**config.mk**
```make
export PLATFORM = sky130hd
export DESIGN_NAME = m_bus_master
export DESIGN_NICKNAME = d
export VERILOG_FILES = /design/src/rtl/m_bus_master.sv
export SDC_FILE = /design/constraint.sdc
export NUM_CORES = 1
export LEC_CHECK = 0
export ABC_CLOCK_PERIOD_IN_PS = 2100
export BUFFER_PORTS_ARGS = -buffer_cell sky130_fd_sc_hd__buf_2
export CAP_MARGIN = 20
export CORE_AREA = 3 3 120 122
export CTS_CLUSTER_DIAMETER = 30
export DETAILED_ROUTE_END_ITERATION = 6
export DIE_AREA = 0 0 123 125
export GPL_TIMING_DRIVEN = 0
export PLACE_DENSITY = 0.71
export SLEW_MARGIN = 25
export SYNTH_ARGS = -nofsm -noshare
export SYNTH_HDL_FRONTEND = slang
export SYNTH_SLANG_ARGS = --single-unit
```
**constraint.sdc**
```tcl
create_clock -name clk -period 2.1 [get_ports clk]
set_input_delay 0.42 -clock clk [delete_from_list [all_inputs] [get_ports clk]]
set_output_delay 0.42 -clock clk [all_outputs]
set_load 0.1 [all_outputs]
```
**src/rtl/m_bus_master.sv**
```systemverilog
// Load/store bus master: turns one pipeline memory op into a single bus access.
// It handles alignment checks, lane steering of store data, load extension and an access timeout.
module m_bus_master #(
  parameter int TIMEOUT = 16
) (
  input  logic        clk,
  input  logic        reset,
  input  logic        op_valid,
  input  logic        op_we,
  input  logic [2:0]  op_type,
  input  logic [31:0] op_addr,
  input  logic [31:0] op_wdata,
  output logic        stall,
  output logic [31:0] load_data,
  output logic        done,
  output logic        addr_err,
  output logic        bus_err,
  output logic        bus_req,
  output logic        bus_we,
  output logic [31:0] bus_addr,
  output logic [3:0]  bus_be,
  output logic [31:0] bus_wdata,
  input  logic        bus_ack,
  input  logic [31:0] bus_rdata
);

  localparam int CW = (TIMEOUT > 1) ? $clog2(TIMEOUT) : 1;
  localparam logic [CW-1:0] CNT_LAST = CW'(TIMEOUT - 1);

  typedef enum logic [1:0] {IDLE = 2'd0, REQ = 2'd1, DONE = 2'd2} state_t;

  state_t          state_r;
  logic [2:0]      op_type_r;
  logic [1:0]      op_lane_r;
  logic [CW-1:0]   cnt_r;

  // Width class of an op type: 2 word, 1 halfword, 0 byte; 5-7 fall back to word.
  function automatic logic [1:0] width_of(input logic [2:0] t);
    case (t)
      3'd1, 3'd2: width_of = 2'd1;
      3'd3, 3'd4: width_of = 2'd0;
      default:    width_of = 2'd2;
    endcase
  endfunction

  function automatic logic is_aligned(input logic [2:0] t, input logic [1:0] a);
    case (width_of(t))
      2'd2:    is_aligned = (a == 2'b00);
      2'd1:    is_aligned = (a[0] == 1'b0);
      default: is_aligned = 1'b1;
    endcase
  endfunction

  // Loads always fetch the whole word; stores enable only the touched lanes.
  function automatic logic [3:0] be_of(input logic we, input logic [2:0] t, input logic [1:0] a);
    if (!we) begin
      be_of = 4'b1111;
    end else begin
      case (width_of(t))
        2'd1:    be_of = a[1] ? 4'b1100 : 4'b0011;
        2'd0:    be_of = 4'b0001 << a;
        default: be_of = 4'b1111;
      endcase
    end
  endfunction

  function automatic logic [31:0] wdata_of(input logic [2:0] t, input logic [31:0] d);
    case (width_of(t))
      2'd1:    wdata_of = {2{d[15:0]}};
      2'd0:    wdata_of = {4{d[7:0]}};
      default: wdata_of = d;
    endcase
  endfunction

  function automatic logic [31:0] load_ext(input logic [2:0] t, input logic [1:0] a,
                                           input logic [31:0] rd);
    logic [31:0] byte_w;
    logic [31:0] half_w;
    byte_w = rd >> {a, 3'b000};
    half_w = rd >> {a[1], 4'b0000};
    case (t)
      3'd1:    load_ext = {16'h0000, half_w[15:0]};
      3'd2:    load_ext = {{16{half_w[15]}}, half_w[15:0]};
      3'd3:    load_ext = {24'h000000, byte_w[7:0]};
      3'd4:    load_ext = {{24{byte_w[7]}}, byte_w[7:0]};
      default: load_ext = rd;
    endcase
  endfunction

  // The pipeline must hold in the accepting cycle too, before the state has moved.
  assign stall = ((state_r == IDLE) && op_valid) || (state_r == REQ);

  // Access sequencer with all bus and status outputs registered.
  always_ff @(posedge clk) begin
    if (reset) begin
      state_r   <= IDLE;
      op_type_r <= 3'd0;
      op_lane_r <= 2'd0;
      cnt_r     <= '0;
      done      <= 1'b0;
      addr_err  <= 1'b0;
      bus_err   <= 1'b0;
      load_data <= 32'h0000_0000;
      bus_req   <= 1'b0;
      bus_we    <= 1'b0;
      bus_addr  <= 32'h0000_0000;
      bus_be    <= 4'b0000;
      bus_wdata <= 32'h0000_0000;
    end else begin
      case (state_r)
        IDLE: begin
          done     <= 1'b0;
          addr_err <= 1'b0;
          bus_err  <= 1'b0;
          if (op_valid) begin
            op_type_r <= op_type;
            op_lane_r <= op_addr[1:0];
            bus_we    <= op_we;
            bus_addr  <= {op_addr[31:2], 2'b00};
            bus_be    <= be_of(op_we, op_type, op_addr[1:0]);
            bus_wdata <= wdata_of(op_type, op_wdata);
            load_data <= 32'h0000_0000;
            cnt_r     <= '0;
            if (is_aligned(op_type, op_addr[1:0])) begin
              state_r <= REQ;
              bus_req <= 1'b1;
            end else begin
              state_r  <= DONE;
              done     <= 1'b1;
              addr_err <= 1'b1;
            end
          end
        end
        REQ: begin
          // Ack takes priority over the timeout in the final counted cycle.
          if (bus_ack) begin
            state_r   <= DONE;
            bus_req   <= 1'b0;
            done      <= 1'b1;
            load_data <= bus_we ? 32'h0000_0000 : load_ext(op_type_r, op_lane_r, bus_rdata);
          end else if (cnt_r == CNT_LAST) begin
            state_r   <= DONE;
            bus_req   <= 1'b0;
            done      <= 1'b1;
            bus_err   <= 1'b1;
            load_data <= 32'h0000_0000;
          end else begin
            cnt_r <= cnt_r + CW'(1);
          end
        end
        DONE: begin
          state_r  <= IDLE;
          done     <= 1'b0;
          addr_err <= 1'b0;
          bus_err  <= 1'b0;
        end
        default: begin
          state_r <= IDLE;
          bus_req <= 1'b0;
          done    <= 1'b0;
        end
      endcase
    end
  end

endmodule

```
==> results.md, run 1 <==
- Initial antenna violation count: 2
- Post-CTS Setup Repair Bufs: 0
- Clock sinks: 114
- Fin nets: 944
- MaxCap Viol Count: 0
- H-Tree Depth: 4
- Vias: 5379
- Layout area overhead: 34.3%
- Die area: approximately 0.015 sq mm
- Status: completed
- Port Buf Inserts: 205
- Hold Path Class: in -> reg
- Fin crit share: 93.5%
- # hold bufs at CTS: 0
- Setup tns final: 0 ns
- Vias in the first global route: ~5.2k
- # DRC: 0
- Most common cell after layout, fill and taps aside: buf_2
- Post-cts sizing count: 0
- Clk slew on worst S/H paths: 0.06 ns
- Post-route minimum period: about 2.0 ns
- DIE WIDTH: 123 um
- Crit Path Class: reg -> reg
- RSZ-0062 raised after global routing: no
- Clock latency on the worst-skew pair: roughly 0.42 ns
- Slew Viols, Final: 0
- Design Area, Final: 0.00716 sq mm
- First-pass GRT wire length: between 20000 and 30000 um
- Worst Max-Slew Pin Slew: roughly 0.86 ns
- Clk root buf: clkbuf_16
- Required @ worst endpoint: 2.44 ns
- Maximum clock path buffer count: 2
- Fmax: ~500 MHz
- Hold Fails Final Rpt: 0
- Syn Area/Cell: 8.69 sq um
- Routed WL: between 15000 and 20000 um
- FF+latch area: roughly 0.0023 sq mm
- WP data arrival: 2.31 ns
- Die Height: approximately 130 um
- Detail Placement HPWL: 13000 um
- Ys flop type: dfxtp_1
- Post-Syn Area: 0.00534 sq mm
- Leakage power: 0.00323 uW
- Seq/Total Area, Yosys: a little over two fifths
- Warnings from Yosys: 0
- CTS Buf Count: 17
- Setup violations, final: 0
- Placed instance area: 0.00659 sq mm
- Cell Pwr Density: around 1000 mW/mm^2
- Most frequent cells in the layout: buf_2 (220), nand2_1 (114), dfxtp_1 (114), a21oi_1 (82), nor2_1 (40)
- Initial Util: 40.1%
- CTS tree: built
- Asr flop ratio synth: 0%
- Filler cell count: 1288
- Dpl ws: 0.100 ns
- Pre-Repair DR Iteration Count: 5
- GRT Residual Overflow: 0
- Routed WL per cell: 16.5 um
- Core ar.: ~0.013 sq mm
- Setup WS post-layout: 0.136 ns
- Antenna Violating Nets Remaining: 0
- Number of flops mapped to enable cells by yosys: 0
- #FFs+latches synth: about 110
- Ports: 210
- Row cnt: between 40 and 50
- Setup crit end kind: flop
- Multi-input gate area: 0.00278 sq mm
- Post-synth cell types: 54
- Hold WS: ~0.24 ns
- Initial DRC Count: 350
- Gr usage total: 21.8%
- Maximum VDD drop: 0.000641 V
- Cells after synthesis: 614
- CP Max Fanout: 10
- DR vias/cell: 5.22
- Worst setup SP type: flop
- Slew HR: a little over two fifths
- Placer congestion estimate: 0.885
- Worst Skew: 0.00856 ns
- Largest net degree at the start of global routing: 17
- Share of layout cells above drive strength 1: 34.3%
[cell families after synthesis]
| logic type | count (synthesis) | synth area share (%) |
|---|---|---|
| and+or+nand+nor | 204 | 16.8 |
| AOI/OAI and AO/OA | 200 | 26.2 |
| DFF | 114 | 42.8 |
| buffers and inverters | 53 | 5.21 |
| muxes | 33 | 6.61 |
| xor gates and xnor gates | 7 | 1.85 |
| adders and majority gates | 2 | 0.422 |
| other | 1 | 0.0703 |
[worst paths after layout]
| path | to | slack (ns) | from | depth (start not counted) |
|---|---|---|---|---|
| worst max-delay path | load_data[18] | 0.14 | state_r[0] | 5 |
| worst min-delay path | bus_addr[6] | 0.24 | op_addr[6] | 3 |
| worst max register to register | load_data[18] | 0.14 | state_r[0] | 5 |
| worst min register to register | bus_addr[25] | 0.45 | bus_addr[25] | 2 |
[power breakdown]
part,switching [uW],internal [uW],leakage [uW]
logic,1530,428,0.00203
registers,70.7,2300,0.000933
clock network,1110,1650,0.000268
[stage by stage]
| step | utilization [%] | std cells | total power, uW |
|---|---|---|---|
| 2_1_floorplan | - | 615 | 3930 |
| 3_3_place_gp | 49.5 | 996 | 4350 |
| 5_1_grt | 53.9 | 1030 | 7370 |
| 4_1_cts | 53.8 | 1028 | 7150 |
| 6_report | 53.9 | 1030 | 7090 |
| 3_5_place_dp | 49.5 | 996 | 4370 |
[metal layers]
metal  up-vias  part of all wire (%)  global-route usage (%)
li1       2660                     -                       -
met1      2493                    43                    27.8
met2       193                    48                    34.9
met3        33                   6.5                    4.56
met4         0                   2.7                    10.2
met5         -                     0                       0
[cells in the mapped netlist (10+ instances only)]
| library cell | instances | area share, % |
|---|---|---|
| nor3_1 | 14 | 1.3 |
| a211oi_1 | 17 | 2.4 |
| buf_2 | 15 | 1.4 |
| o2bb2ai_1 | 16 | 2.6 |
| nor2b_1 | 10 | 1.2 |
| nand2_1 | 114 | 8.0 |
| a21oi_1 | 82 | 7.7 |
| o21ai_0 | 18 | 1.7 |
| and3_1 | 10 | 1.2 |
| dfxtp_1 | 114 | 43 |
| mux2i_1 | 24 | 4.5 |
| clkbuf_1 | 22 | 1.5 |
| nor2_1 | 40 | 2.8 |
[area by class of cell]
class                   count  area share, %
well taps                 176           3.07
flip-flops and latches    114           31.9
plain buffers              49           3.67
multi-input cells         448           38.8
diodes                      2         0.0699
inverters                   4          0.210
clock inverters            15           2.06
repair buffers            205           14.3
clock buffers              17           5.94
[critical path: stages, from the launching register on]
cell       delay, ns
dfxtp_1         0.44
nor3b_2         0.29
nand2_1         0.14
a21oi_1         0.52
buf_2           0.35
o2bb2ai_1       0.15
[sequential cells by signal, summed over array words and instances, names as in the netlist]
register / cells
bus_wdata: 32
load_data: 32
bus_addr: 30
bus_be: 4
cnt_r: 4
op_type_r: 3
op_lane_r: 2
state_r: 2
addr_err: 1
bus_err: 1
bus_req: 1
bus_we: 1
done: 1
No activity file was read; power rests on OpenSTA's default activity.
==> run 2: changes to the inputs <==
PLACE_DENSITY = 0.7   (was 0.71)
==> results.md, run 2 (synthesized netlist as in run 1, its figures left out) <==
- Setup violations, final: 0
- Ports: 210
- Die Height: 125 um
- Vias in the first global route: roughly 5.0k
- Die area: 0.0154 sq mm
- Placed cell count: 996
- Worst setup SP type: flop
- Leakage power: between 0.003 and 0.004 uW
- Fmax: between 500 and 600 MHz
- Max layer used: met4
- Vias: between 5k and 6k
- Worst Skew: 0.00876 ns
- Routed wl met3: 1040 um
- Hold Fails Final Rpt: 0
- R2R Setup Slk: 0.20 ns
- Initial antenna violation count: 1
- First-pass GRT wire length: 26000 um
- Post-CTS Setup Repair Bufs: 0
- Initial Util: between 40% and 50%
- Antenna Violating Nets Remaining: 0
- WP data arrival: ~1.5 ns
- Share of layout cells above drive strength 1: 34.2%
- Worst Max-Slew Pin Slew: 0.831 ns
- MaxCap Viol Count: 0
- Port Buf Inserts: 205
- Setup tns final: 0 ns
- Row cnt: 42
- R2r worst-path depth: 4
- Placer congestion estimate: 0.866
- Post-cts sizing count: 0
- H-Tree Depth: 4
- DR vias/cell: 5.14
- Fin crit share: 92.8%
- Clock sinks: 114
- Slew HR: 44.2%
- RSZ-0062 raised after global routing: no
- Post-route minimum period: 1.95 ns
- Clk root buf: clkbuf_16
- Worst r2r dst: bus_wdata[19]
- Required @ worst endpoint: 1.68 ns
- # hold bufs at CTS: 0
- Status: completed
- WL met1: 7580 um
- GRT Residual Overflow: 0
- Crit Path Class: reg -> out
- # DRC: 0
- CTS Buf Count: 17
- Hold Path Class: in -> reg
- CP Max Fanout: 7
- Worst Setup SP: state_r[1]
- Layout area overhead: 35.6%
- DIE WIDTH: 123 um
- Core ar.: 0.0133 sq mm
- Fin nets: around 940
- Slew Viols, Final: 0
- Crit path to: stall
- Detail Placement HPWL: 12800 um
- Pre-Repair DR Iteration Count: 4
- Reg2reg start: state_r[0]
- Clock latency on the worst-skew pair: 0.41 ns
- Regs by FF count: bus_wdata (32), load_data (32), bus_addr (30)
- Most frequent cells in the layout: buf_2 (220), nand2_1 (114), dfxtp_1 (114), a21oi_1 (82), nor2_1 (40)
- Filler cell count: 1270
- Largest net degree at the start of global routing: 17
- Maximum clock path buffer count: 2
- Setup crit end kind: primary output
- CTS tree: built
- Cell Count, Final, Fillers Out: 1029
- Routed WL: 16700 um
- Initial DRC Count: 253
- Routed WL per cell: 16.2 um
- Gr usage total: 21.3%
- Clk slew on worst S/H paths: roughly 0.050 ns
- Most common cell after layout, fill and taps aside: buf_2
- Maximum VDD drop: ~0.00045 V
- Cell Pwr Density: 1030 mW/mm^2
- Wire length on met2: 7740 um
[run 2: final cells by class]
type / count / area [sq um] / area share [%]
inverters: 4 / 15.0 / 0.208
repair buffers: 205 / 1030 / 14.2
well taps: 176 / 220 / 3.04
clock inverters: 11 / 174 / 2.40
diodes: 1 / 2.50 / 0.0346
flip-flops and latches: 114 / 2280 / 31.6
plain buffers: 49 / 263 / 3.63
multi-input cells: 448 / 2780 / 38.4
clock buffers: 21 / 470 / 6.51
[run 2: power breakdown]
group	total, uW	internal (uW)	switching (uW)
clock network	3110	2090	1020
logic	1950	428	1520
registers	2370	2300	71.2
total	7430	4820	2620
[run 2: worst min-delay path by stage]
stage,to,slack [ns],start,depth (start not counted)
floorplan,cnt_r[1],0.46,cnt_r[1],2
global placement,bus_addr[31],0.44,bus_addr[31],2
detailed placement,bus_addr[25],0.44,bus_addr[25],2
CTS,bus_addr[13],0.23,op_addr[13],3
global route,bus_addr[2],0.24,op_addr[2],3
finish,bus_addr[31],0.25,op_addr[31],3
[run 2: metrics by stage]
step           hold WS (ns)  total power [uW]  worst slack [ns]  utilization [%]  area [sq um]
6_report              0.246              7430             0.152             54.4          7230
5_1_grt               0.235              7690            0.0304             54.4          7230
4_1_cts               0.227              7480             0.146             54.4          7230
3_5_place_dp          0.444              4360             0.105             49.5          6590
3_3_place_gp          0.440              4350            0.0322             49.5          6590
2_1_floorplan         0.465              3930             0.159                -          5340
[run 2: critical path: stages, from the launching register on]
cell and delay (ns):
dfxtp_1 0.37, o21ba_2 0.30, buf_2 0.44
[run 2: routing by layer]
metal	vias to the layer above	GRT usage, %
met5	-	0
met4	0	8.66
met3	22	4.52
met2	190	33.5
met1	2418	28.4
li1	2664	-
==> run 3: changes to the inputs <==
CTS_BUF_LIST = sky130_fd_sc_hd__clkbuf_4 sky130_fd_sc_hd__clkbuf_8   (was unset)
==> results.md, run 3 (synthesized netlist as in run 1, its figures left out) <==
- Gr usage total: 21.4%
- Power, Total: about 6600 uW
- Vias in the first global route: 5029
- # DRC: 0
- Fmax: around 510 MHz
- Leakage power: roughly 0.0032 uW
- Regs by FF count: bus_wdata (32), load_data (32), bus_addr (30)
- Filler cell count: roughly 1.3k
- GRT Residual Overflow: 0
- Row cnt: 42
- Reg2reg start: state_r[0]
- Slew Viols, Final: 0
- H-Tree Depth: 4
- DR vias/cell: roughly 5.2
- Setup crit end kind: primary output
- Required @ worst endpoint: 1.68 ns
- Post-cts sizing count: 0
- Hold Fails Final Rpt: 0
- DIE WIDTH: 123 um
- Fin crit share: between 90 and 100%
- Most frequent cells in the layout: buf_2 (220), nand2_1 (114), dfxtp_1 (114), a21oi_1 (82), nor2_1 (40)
- Clock sinks: 114
- Dpl ws: 0.105 ns
- HP Start: op_addr[31]
- Largest net degree at the start of global routing: 17
- Post-CTS Setup Repair Bufs: 0
- WP data arrival: 1.56 ns
- Hold Crit Depth: 3
- Slew HR: a little over two fifths
- Clk slew on worst S/H paths: 0.07 ns
- Initial antenna violation count: 1
- Layout area overhead: 32.0%
- Initial DRC Count: 279
- CTS Buf Count: 17
- Clk root buf: clkbuf_8
- Fin nets: 944
- Die area: between 0.015 and 0.02 sq mm
- Placed cell count: between 900 and 1k
- Initial Util: between 40% and 50%
- Pre-Repair DR Iteration Count: 5
- Crit Path Class: reg -> out
- Most common cell after layout, fill and taps aside: buf_2
- Setup violations, final: 0
- Ports: between 200 and 250
- First-pass GRT wire length: 26000 um
- Status: completed
- Core ar.: between 0.01 and 0.015 sq mm
- Share of layout cells above drive strength 1: between 30% and 40%
- Vias: 5304
- Antenna Violating Nets Remaining: 0
- CTS tree: built
- Placer congestion estimate: 0.866
- Cell Count, Final, Fillers Out: 1029
- R2r worst-path depth: 4
- Routed WL per cell: 16.2 um
- Setup tns final: 0 ns
- CP Max Fanout: 8
- MaxCap Viol Count: 0
- R2R Setup Slk: 0.17 ns
- Cell Pwr Density: 944 mW/mm^2
- Setup WS post-layout: approximately 0.12 ns
- Port Buf Inserts: 205
- Worst Max-Slew Pin Slew: 0.842 ns
- Hold EP: bus_addr[31]
- Post-route minimum period: 1.98 ns
- Clock latency on the worst-skew pair: 0.45 ns
- Worst Setup SP: state_r[0]
- Maximum clock path buffer count: 2
- Worst r2r dst: bus_wdata[19]
- Routed WL: 16700 um
- Die Height: 125 um
- # hold bufs at CTS: 0
- Worst Skew: 0.00932 ns
- Detail Placement HPWL: 12800 um
- Hold Path Class: in -> reg
- Worst setup SP type: flop
- RSZ-0062 raised after global routing: no
- Maximum VDD drop: 0.000379 V
==> run 3: cell counts in the layout (fill, tap and decap cells not counted) <==
No cell type changed its count.
==> run 3: routing by layer <==
metal | routed length, um | GRT usage (%) | vias to the layer above
li1 | - | - | 2662
met5 | 0 | 0 | -
met4 | 318 | 8.01 | 0
met1 | 7580 | 28.5 | 2443
met3 | 1100 | 5.10 | 25
met2 | 7670 | 33.6 | 174
==> run 3: worst max-delay path by stage <==
stage | to | slack (ns)
2_1_floorplan | load_data[21] | 0.16
3_3_place_gp | bus_wdata[16] | 0.03
3_5_place_dp | bus_wdata[19] | 0.11
4_1_cts | stall | 0.1
5_1_grt | bus_wdata[21] | 0.003
6_report | stall | 0.12
==> run 3: where the power goes <==
group / switching [uW] / total [uW] / leakage [uW] / internal [uW]
Sequential: 71.4 / 2370 / 0.000933 / 2300
Clock: 920 / 2330 / 0.000222 / 1410
Combinational: 1520 / 1950 / 0.00203 / 428
Total: 2510 / 6650 / 0.00318 / 4140
==> run 3: final cells by class <==
type / instances / area (sq um) / area share [%]
inverter: 4 / 15.0 / 0.213
sequential: 114 / 2280 / 32.4
clock buffer: 21 / 283 / 4.01
antenna: 1 / 2.50 / 0.0355
tap: 176 / 220 / 3.13
timing repair buffer: 205 / 1030 / 14.6
buffer: 49 / 263 / 3.73
clock inverter: 11 / 174 / 2.47
multi-input combinational: 448 / 2780 / 39.4
==> run 3: through the flow <==
step	instance area, sq um	hold slack [ns]	util (%)
finish	7040	0.208	53.0
global route	7040	0.186	53.0
CTS	7040	0.182	53.0
detailed placement	6590	0.444	49.5
global placement	6590	0.440	49.5
floorplan	5340	0.465	-
==> run 3: worst max-delay path, cell delays in order, from the launching register on <==
cell	delay (ns)
dfxtp_1	0.45
o21ba_2	0.23
buf_2	0.44
